<file path="src/rtl/btp_pkg.sv">
// Shared types and constants for the branch target predictor.
// Pure declarations, no logic or latency of its own.
// No flow control; consumers are single-cycle combinational/registered logic.
package btp_pkg;

    // Kind of control-flow instruction sitting in execute.
    typedef enum logic [1:0] {
        BK_BRANCH = 2'b00,
        BK_JAL    = 2'b01,
        BK_JALR   = 2'b10,
        BK_RSVD   = 2'b11
    } ex_kind_e;

    // 2-bit saturating counter landmarks; ctr >= CTR_WEAK_T means predict taken.
    localparam logic [1:0] CTR_ZERO     = 2'd0;
    localparam logic [1:0] CTR_WEAK_T   = 2'd2;
    localparam logic [1:0] CTR_STRONG_T = 2'd3;

    // Widest XLEN the entry struct can hold; narrower configs zero-extend
    // tag and target into these fields and the unused upper bits stay 0.
    localparam int BTP_MAX_XLEN = 64;

    typedef struct packed {
        logic                    valid;
        logic [1:0]              ctr;
        logic [BTP_MAX_XLEN-1:0] tag;
        logic [BTP_MAX_XLEN-1:0] target;
    } btb_entry_t;

    // Saturating step of a 2-bit counter: up on taken, down on not-taken.
    function automatic logic [1:0] ctr_step(input logic [1:0] ctr, input logic up);
        if (up) begin
            return (ctr == CTR_STRONG_T) ? ctr : ctr + 2'd1;
        end
        return (ctr == CTR_ZERO) ? ctr : ctr - 2'd1;
    endfunction

endpackage

</file>
<file path="src/rtl/branch_addr_calc.sv">
// Computes JAL, JALR (LSB cleared), branch and fall-through addresses.
// Latency: purely combinational, 0 cycles.
// No backpressure; outputs follow inputs every cycle.
module branch_addr_calc #(
    parameter int XLEN = 32
) (
    input  logic [XLEN-1:0] pc,
    input  logic [XLEN-1:0] rs1,
    input  logic [XLEN-1:0] i_imm,
    input  logic [XLEN-1:0] j_imm,
    input  logic [XLEN-1:0] b_imm,
    output logic [XLEN-1:0] jal_tgt,
    output logic [XLEN-1:0] jalr_tgt,
    output logic [XLEN-1:0] br_tgt,
    output logic [XLEN-1:0] seq_pc
);

    logic [XLEN-1:0] jalr_sum;

    // All sums wrap modulo 2^XLEN; overflow is intentionally ignored.
    always_comb begin
        jalr_sum = rs1 + i_imm;
        jal_tgt  = pc + j_imm;
        jalr_tgt = {jalr_sum[XLEN-1:1], 1'b0};
        br_tgt   = pc + b_imm;
        seq_pc   = pc + XLEN'(4);
    end

endmodule

</file>
<file path="src/rtl/branch_target_predictor.sv">
// Resolves execute-stage control flow and keeps a direct-mapped BTB for fetch.
// Latency: resolve/lookup outputs combinational; BTB writes visible next cycle.
// No backpressure; one update per cycle. Optional BTP_STATS_EN adds stat counters.
module branch_target_predictor
    import btp_pkg::*;
#(
    parameter int XLEN    = 32,
    parameter int ENTRIES = 16
) (
    input  logic            clk,
    input  logic            rst_n,
    // fetch-side lookup
    input  logic [XLEN-1:0] fetch_pc,
    output logic            pred_taken,
    output logic [XLEN-1:0] pred_target,
    // execute-side resolution
    input  logic            ex_valid,
    input  logic [1:0]      ex_kind,
    input  logic [XLEN-1:0] ex_pc,
    input  logic [XLEN-1:0] ex_rs1,
    input  logic [XLEN-1:0] ex_i_imm,
    input  logic [XLEN-1:0] ex_j_imm,
    input  logic [XLEN-1:0] ex_b_imm,
    input  logic            ex_cond,
    input  logic            ex_pred_taken,
    input  logic [XLEN-1:0] ex_pred_target,
    output logic [XLEN-1:0] ex_target,
    output logic            mispredict,
    output logic [XLEN-1:0] redirect_pc,
    output logic            misaligned,
`ifdef BTP_STATS_EN
    output logic [31:0]     stat_lookups,
    output logic [31:0]     stat_hits,
    output logic [31:0]     stat_mispredicts,
`endif
    input  logic            invalidate
);

    localparam int IDXW = $clog2(ENTRIES);

    // ------------------------------------------------------------------
    // Target computation
    // ------------------------------------------------------------------
    logic [XLEN-1:0] jal_tgt;
    logic [XLEN-1:0] jalr_tgt;
    logic [XLEN-1:0] br_tgt;
    logic [XLEN-1:0] seq_pc;

    branch_addr_calc #(
        .XLEN (XLEN)
    ) u_addr_calc (
        .pc       (ex_pc),
        .rs1      (ex_rs1),
        .i_imm    (ex_i_imm),
        .j_imm    (ex_j_imm),
        .b_imm    (ex_b_imm),
        .jal_tgt  (jal_tgt),
        .jalr_tgt (jalr_tgt),
        .br_tgt   (br_tgt),
        .seq_pc   (seq_pc)
    );

    logic            ex_vld_eff;
    logic            is_branch;
    logic            actual_taken;
    logic [XLEN-1:0] tgt_c;

    // Resolve the instruction; the reserved kind behaves as no instruction.
    always_comb begin
        ex_vld_eff   = ex_valid && (ex_kind != BK_RSVD);
        is_branch    = (ex_kind == BK_BRANCH);
        case (ex_kind)
            BK_JAL:  tgt_c = jal_tgt;
            BK_JALR: tgt_c = jalr_tgt;
            default: tgt_c = br_tgt;
        endcase
        actual_taken = !is_branch || ex_cond;
    end

    // Execute-stage outputs, all gated by an effective valid.
    always_comb begin
        ex_target   = ex_vld_eff ? tgt_c : '0;
        mispredict  = ex_vld_eff &&
                      ((ex_pred_taken != actual_taken) ||
                       (actual_taken && (ex_pred_target != tgt_c)));
        redirect_pc = ex_vld_eff ? (actual_taken ? tgt_c : seq_pc) : '0;
        misaligned  = ex_vld_eff && actual_taken && tgt_c[1];
    end

    // ------------------------------------------------------------------
    // BTB storage and lookup
    // ------------------------------------------------------------------
    btb_entry_t btb_q [ENTRIES];
    btb_entry_t btb_d [ENTRIES];

    logic [IDXW-1:0]         fetch_idx;
    logic [BTP_MAX_XLEN-1:0] fetch_tag;
    btb_entry_t              rd_e;

    // Lookup reads registered state only, so a same-cycle write is not seen.
    always_comb begin
        fetch_idx   = fetch_pc[IDXW+1:2];
        fetch_tag   = BTP_MAX_XLEN'(fetch_pc >> (IDXW + 2));
        rd_e        = btb_q[fetch_idx];
        pred_taken  = rd_e.valid && (rd_e.tag == fetch_tag) && (rd_e.ctr >= CTR_WEAK_T);
        pred_target = pred_taken ? XLEN'(rd_e.target) : '0;
    end

    // Upper struct bits beyond XLEN and the PC byte offset carry no information.
    logic unused_bits;
    assign unused_bits = ^{rd_e, fetch_pc[1:0]};

    // ------------------------------------------------------------------
    // BTB update
    // ------------------------------------------------------------------
    logic [IDXW-1:0]         ex_idx;
    logic [BTP_MAX_XLEN-1:0] ex_tag;
    btb_entry_t              cur_e;
    btb_entry_t              new_e;
    logic                    ex_hit;
    logic                    upd_en;

    // Build the replacement entry for the execute PC's slot.
    always_comb begin
        ex_idx = ex_pc[IDXW+1:2];
        ex_tag = BTP_MAX_XLEN'(ex_pc >> (IDXW + 2));
        cur_e  = btb_q[ex_idx];
        ex_hit = cur_e.valid && (cur_e.tag == ex_tag);
        new_e  = cur_e;
        if (ex_hit) begin
            new_e.target = BTP_MAX_XLEN'(tgt_c);
            new_e.ctr    = is_branch ? ctr_step(cur_e.ctr, ex_cond) : CTR_STRONG_T;
        end else begin
            new_e.valid  = 1'b1;
            new_e.tag    = ex_tag;
            new_e.target = BTP_MAX_XLEN'(tgt_c);
            new_e.ctr    = is_branch ? CTR_WEAK_T : CTR_STRONG_T;
        end
        // A target with bit 1 set is never stored; hits refresh, taken misses allocate.
        upd_en = ex_vld_eff && !tgt_c[1] && (ex_hit || actual_taken);
    end

    // Next table state; invalidate wins over a same-cycle update.
    always_comb begin
        for (int i = 0; i < ENTRIES; i++) begin
            btb_d[i] = btb_q[i];
        end
        if (invalidate) begin
            for (int i = 0; i < ENTRIES; i++) begin
                btb_d[i].valid = 1'b0;
            end
        end else if (upd_en) begin
            btb_d[ex_idx] = new_e;
        end
    end

    // Table register; async reset wipes every field.
    always_ff @(posedge clk or negedge rst_n) begin
        if (!rst_n) begin
            for (int i = 0; i < ENTRIES; i++) begin
                btb_q[i] <= '0;
            end
        end else begin
            for (int i = 0; i < ENTRIES; i++) begin
                btb_q[i] <= btb_d[i];
            end
        end
    end

`ifdef BTP_STATS_EN
    // ------------------------------------------------------------------
    // Statistics counters (wrap naturally, untouched by invalidate)
    // ------------------------------------------------------------------
    logic [31:0] stat_lookups_q, stat_lookups_d;
    logic [31:0] stat_hits_q, stat_hits_d;
    logic [31:0] stat_mispredicts_q, stat_mispredicts_d;

    // Next counter values.
    always_comb begin
        stat_lookups_d     = stat_lookups_q + 32'd1;
        stat_hits_d        = stat_hits_q + {31'd0, pred_taken};
        stat_mispredicts_d = stat_mispredicts_q + {31'd0, mispredict};
    end

    // Counter registers.
    always_ff @(posedge clk or negedge rst_n) begin
        if (!rst_n) begin
            stat_lookups_q     <= '0;
            stat_hits_q        <= '0;
            stat_mispredicts_q <= '0;
        end else begin
            stat_lookups_q     <= stat_lookups_d;
            stat_hits_q        <= stat_hits_d;
            stat_mispredicts_q <= stat_mispredicts_d;
        end
    end

    assign stat_lookups     = stat_lookups_q;
    assign stat_hits        = stat_hits_q;
    assign stat_mispredicts = stat_mispredicts_q;
`endif

endmodule
</file>
<file path="config.mk">
export PLATFORM = sky130hd
export DESIGN_NAME = branch_target_predictor
export DESIGN_NICKNAME = d
export VERILOG_FILES = /design/src/rtl/btp_pkg.sv /design/src/rtl/branch_addr_calc.sv /design/src/rtl/branch_target_predictor.sv
export SDC_FILE = /design/constraint.sdc
export NUM_CORES = 2
export LEC_CHECK = 0
export CAP_MARGIN = 5
export CORE_AREA = 2 2 465 467
export CTS_CLUSTER_DIAMETER = 100
export DETAILED_ROUTE_END_ITERATION = 12
export DIE_AREA = 0 0 467 469
export PLACE_DENSITY_LB_ADDON = 0.3
export SYNTH_ARGS = -nofsm -noshare
export SYNTH_HDL_FRONTEND = slang
export SYNTH_SLANG_ARGS = --single-unit
</file>
<file path="constraint.sdc">
create_clock -name clk -period 15.8 [get_ports clk]
set_input_delay 1.58 -clock clk [delete_from_list [all_inputs] [get_ports clk]]
set_output_delay 1.58 -clock clk [all_outputs]
set_load 0.1 [all_outputs]
</file>
[Word level (Yosys, flattened, before mapping)]
Index checks and enable logic that the tools add are counted.
Operators by class
  equality and inequality tests: 8
  mux-type cells: 42
  add/subtract/negate cells: 6
  order comparisons: 4
  reduce and logical (&&, ||, !) cells: 20
  bitwise gates (word level): 3
Operator list (count)
  bitwise mux 2096 bit: 1
  two-way mux 2096 bit: 1
  binary-select mux 131 bit (select 4 bit): 2
  two-way mux 131 bit: 5
  demux 131 bit (select 4 bit): 1
  == test 64 x 26 -> 1 bit: 2
  two-way mux 32 bit: 4
  adder 32 bit: 3
  two-way mux 64 bit: 1
  case mux 32 bit (2 select lines): 1
  adder 32 x 3 -> 32 bit, second input constant: 1
  != test 32 bit: 1
  two-way mux 1 bit: 20
  two-way mux 2 bit: 6
  logical AND 1 bit: 11
  greater-or-equal comparator 5 bit, second input constant: 2
  inverter 4 -> 5 bit: 2
  < comparator 5 x 1 -> 1 bit, second input constant: 1
  == test 2 bit, second input constant: 2
  zero test 2 bit: 2
  logical OR 1 bit: 3
  adder 2 x 1 -> 2 bit, second input constant: 1
  == test 2 x 1 -> 1 bit, second input constant: 1
  greater-or-equal comparator 2 bit, second input constant: 1
  7 further kinds: 8
Storage, ports and cells
  register bits: 2096
  word-level logic and storage cells: 147
  input bits: 232

[Logic depth before layout (Yosys ltp)]
  word-level depth: 13
  gate-level depth with buffers: 20

[By module]
A second synthesis with hierarchy kept.
Unflattened totals
  cells, all modules: 6156
  area total of the unflattened synthesis: 79600.1 um^2
Modules (own cells, without submodules)
  branch_target_predictor: cells each 5375, sequential area each 39638.0 um^2, area an instance 73938.4 um^2, times used 1
  branch_addr_calc: cells each 781, sequential area each 0.0 um^2, area an instance 5661.7 um^2, times used 1

[Least setup slack after synthesis]
No wires, ideal clock.
  path type: input to output
  from: in ex_kind[1]
  to: out redirect_pc[26]
  path buffers: 4
  arrival: 7.740 ns
  required time: 14.220 ns
  cell stages on the path: 18
  setup slack: 6.480 ns
  path through: clkbuf_1 > nand2b_1 > clkbuf_1 > clkbuf_1 > mux2_2 > ha_1 > clkbuf_1 > and4_1 > and3_1 > a21o_1 > o21ai_0 > a22oi_1 > a31oi_1 > xnor2_1 > a21oi_1 > nor2_1 > a21oi_1 > a21oi_1
On the way
  cells in the longest elaborated chain, start to end: 5
RTL lines
  start: declaration: line branch_target_predictor.sv:18  | input logic [1:0] ex_kind,
  parallel branches: the longest is 4 deep, another holds case mux 32 bit (2 select lines)
  two-way mux 32 bit *: line branch_target_predictor.sv:86  | redirect_pc = ex_vld_eff ? (actual_taken ? tgt_c : seq_pc) : '0;
  end: declaration: line branch_target_predictor.sv:29  | output logic [XLEN-1:0] redirect_pc,
Every way passes the cells marked *.

[Worst setup path after layout]
  from: in ex_kind[1]
  to: out mispredict
On the way
  cells in the longest elaborated chain, start to end: 6
RTL lines
  == test 2 bit, or another cell as far along: line branch_target_predictor.sv:72  | case (ex_kind)
  case mux 32 bit (2 select lines) / zero test 1 bit (equally long branches): line branch_target_predictor.sv:72, branch_target_predictor.sv:77
  != test 32 bit / logical OR 1 bit (equally long branches): line branch_target_predictor.sv:85, branch_target_predictor.sv:77
  logical AND 1 bit / != test 1 bit (equally long branches): line branch_target_predictor.sv:85, branch_target_predictor.sv:84
  logical OR 1 bit: line branch_target_predictor.sv:84  | ((ex_pred_taken != actual_taken) ||
  logical AND 1 bit *: line branch_target_predictor.sv:83  | mispredict = ex_vld_eff &&
  end: declaration: line branch_target_predictor.sv:28  | output logic mispredict,
Mark *: on every way between the ends. The rest lies on a longest branch, timed or not.

==> impl_results.md <==
* Count leader, synth: dfrtp_1
* Placer Congestion at around 0.91
* Port bufs at approximately 330
* Final core occ at 40.4%
* Met2 usage at 32.3%
* Hold Path Origin: btb_q[3]
* Cell area after synthesis at 0.0747 sq mm
* Largest registers: btb_q (1584)
* R2R setup slack at roughly 9.0 ns
* Post-synth ARST share at 100%
* VDD IR max at 0.120 mV
* Overflow after GRT at 0
* Setup crit end kind: primary output
* Pre-CTS setup slack at approximately 4.8 ns
* Met3 usage at under 10%
* Sw frac at 28.3%
* R2r startpoint: btb_q[2056]
* Clock share of power at 38.3%
* Number of cells on the critical path at 19
* WL final at ~230 mm
* Share of the synthesized area in the top cell type at a little over half
* Sequential-to-total area share from yosys stat at between 50 and 60%
* Leak at approximately 38 nW
* Initial Util at a little over a third
* Top FF cell, synth: dfrtp_1
* Die width at between 400 and 500 microns
* Unrepaired setup endpoints after global routing: no
* Clk root buf: clkbuf_16
* Switching power at approximately 2.9 mW
* Crit path DAT at between 9 and 10 ns
* First-pass GRT wire length at around 350 mm
* Number of H-tree levels at 4
* I/O pin count at approximately 330
* 1st-pass router iterations at 7
* Nets at a little under 7000
* Post-route ant nets at 0
* Peak Freq at slightly below 90 MHz
* Crit. Startpoint: ex_kind[1]
* Worst hold-check path type: register to register
* Clock Latency Late Sink at roughly 0.81 ns
* Status: finished clean
* Sequential power share at 44.6%
* Crit-path max FO at 32
* Layout cells sized above 1 at about 16%
* Post-DP HPWL at 148 mm
* Finished Cell Area at between 0.08 and 0.09 sq mm
* Num rows at 170
* Power Density at roughly 120 mW/mm^2
* Worst-path cell chain: clkdlybuf4s50_1 -> nand2b_2 -> mux2_2 -> ha_1 -> inv_1 -> fa_1 -> nor2b_1 -> o221a_2 -> a21oi_1 -> a31oi_1 -> a41o_1 -> a211oi_2 -> xor2_1 -> nand4_1 -> or4_1 -> a2111o_1 -> nor4_1 -> a211oi_1 -> clkdlybuf4s50_1
* Max incr delay on CP at 1.04 ns
* Total track usage at approximately a fifth
* Slew Limit Fails at 0
* Most used cell, CP: clkdlybuf4s50_1
* Final Cycle Share at a little under three quarters
* Iter 0 DRT Violations at 4875
* Fin Setup TNS at 0 ns
* CTS tree: built
* Max_cap viols at 0
* Largest net degree at the start of global routing at roughly 180
* EDFF count, synth at 0
* Sink Count at roughly 1600
* Post-route setup slack at about 4.5 ns
* Startpoint Class: primary input
* Gate Count Post-Synth at around 6500
* Number of flip-flops in the largest register at approximately 1600
* Vias post-DR at between 50000 and 60000
* Pint at 7.45 mW
* Worst-margin pin slew at between 1 and 1.5 ns
* Hold_ws at around 0.47 ns
* Setup Buffers After CTS at 0
* Final hold vios at 0
* Mapped Nets at roughly 6800
* DP Area at 0.0807 sq mm
* Die area at between 0.2 and 0.25 sq mm
* CTS Buffer Depth at 3
* Top Family by Delay on Critical Path: compound AO/OA/AOI/OAI gates
* Skew final at a little over 0.04 ns
* Biggest register: btb_q
* Worst r2r path cells at 14
* DRC viols at 0
* DIE HEIGHT at 469 microns
* Mean area per synthesized cell at roughly 11 sq um
* Core ar. at ~0.21 sq mm
* Total clock buffers created by CTS at around 170
* CP bufs+invs at 3
* Top cells by count, synth: 1584 x dfrtp_1, 925 x nand2_1, 792 x o21ai_0
* Grt met1 use at between 20% and 30%
* Area grow syn2layout at 15.6%
* Via/cell ratio at 5.53
* Slowest CP cell: clkdlybuf4s50_1
* Slew margin rel. at between 10% and 20%
* Minimum clock period at ~11 ns
* Ys Warns at 0
* Vias in the first global route at between 50000 and 60000
* Number of synthesized register bits at between 1500 and 2000
* Hold buffer count at CTS at 0
* Top Usage Layer GRT: met2
* Clock transition at the registers of the reported paths at 0.05 ns
* PostCTS Resize Cnt at 0
* Critical path type: primary input to primary output
* Routed WL per cell at 24.3 microns
* Synth area leaders: dfrtp_1 53%, mux4_2 13%, and2_1 5.6%, o21ai_0 5.3%, nand2_1 4.6%
* Synth cell types at 80
* Worst reg2reg path endpoint: btb_q[1734]
* Post-synth top area cell: dfrtp_1
* Crit path capture: mispredict
* Worst EP required at between 10 and 15 ns
* Final setup violating endpoints at 0
* Initial antenna violation count at 9
* Combinational share of power at between 10% and 20%
-- cells by family after synthesis --
family / Yosys count / synth area share (%)
flip-flops: 1584 / 53.1
multiplexers: 672 / 16.6
AO/OA/AOI/OAI: 1183 / 8.75
adder cells (fa/ha/maj): 72 / 1.22
XOR/XNOR: 169 / 2.02
buffers and inverters: 561 / 2.98
AND/OR/NAND/NOR: 2279 / 15.3
-- worst min-delay path by stage --
| stage | depth (start not counted) | to |
|---|---|---|
| CTS | 2 | btb_q[1458] |
| finish | 2 | btb_q[3] |
| detailed placement | 1 | btb_q[509] |
| global placement | 2 | btb_q[407] |
| global route | 1 | btb_q[1020] |
| floorplan | 1 | btb_q[1431] |
-- power by group through the flow --
stage	registers (mW)	clock network, mW	logic [mW]
after CTS	4.63	4.06	1.77
final	4.63	3.98	1.78
after global routing	4.68	4.23	1.92
after floorplan	4.63	0	1.15
after global placement	4.67	0	1.74
after detailed placement	4.70	0	1.77
-- area by class of cell --
class	count	area, sq um
multi-input cells	4375	33000
fillers	20304	127000
clock inverters	56	718
diodes	5	12.5
well taps	2838	3550
flip-flops and latches	1584	39600
clock buffers	240	4850
inverters	62	233
repair buffers	454	4290
-- routing by layer --
metal | share of wire [%] | up-vias
met1 | 44 | 27393
met4 | 3.5 | 2
met5 | 0.0056 | -
met2 | 45 | 1954
met3 | 7.7 | 403
li1 | - | 23419
-- worst register-to-register path: stages (launching register included) --
cell and delay, ns:
dfrtp_1 0.38, nor4_1 0.59, nand4_1 0.20, a221oi_1 0.38, nor2_1 0.11, o32ai_1 0.89
nor2_1 0.17, a2111oi_4 0.61, o21ai_2 0.33, or3_2 0.74, buf_4 0.41, or2_4 0.52
buf_4 0.46, buf_4 0.50, mux2_2 0.38
-- through the flow --
step / power, mW / cells
3_3_place_gp: 6.41 / 9313
2_1_floorplan: 5.78 / 6520
6_report: 10.4 / 9614
4_1_cts: 10.5 / 9609
3_5_place_dp: 6.47 / 9313
5_1_grt: 10.8 / 9610
-- cell usage in the layout, fill, tap and decap left out, drive strengths merged, types with 89 or more instances in the layout --
| cell | instances |
|---|---|
| a21oi | 148 |
| and2 | 665 |
| buf | 135 |
| clkbuf | 242 |
| clkdlybuf4s50 | 317 |
| dfrtp | 1584 |
| mux2 | 219 |
| mux4 | 432 |
| nand2 | 925 |
| nor2 | 171 |
| nor3 | 102 |
| nor4 | 129 |
| o21ai | 817 |
| xnor2 | 89 |
(Power assumes the default switching activity.)
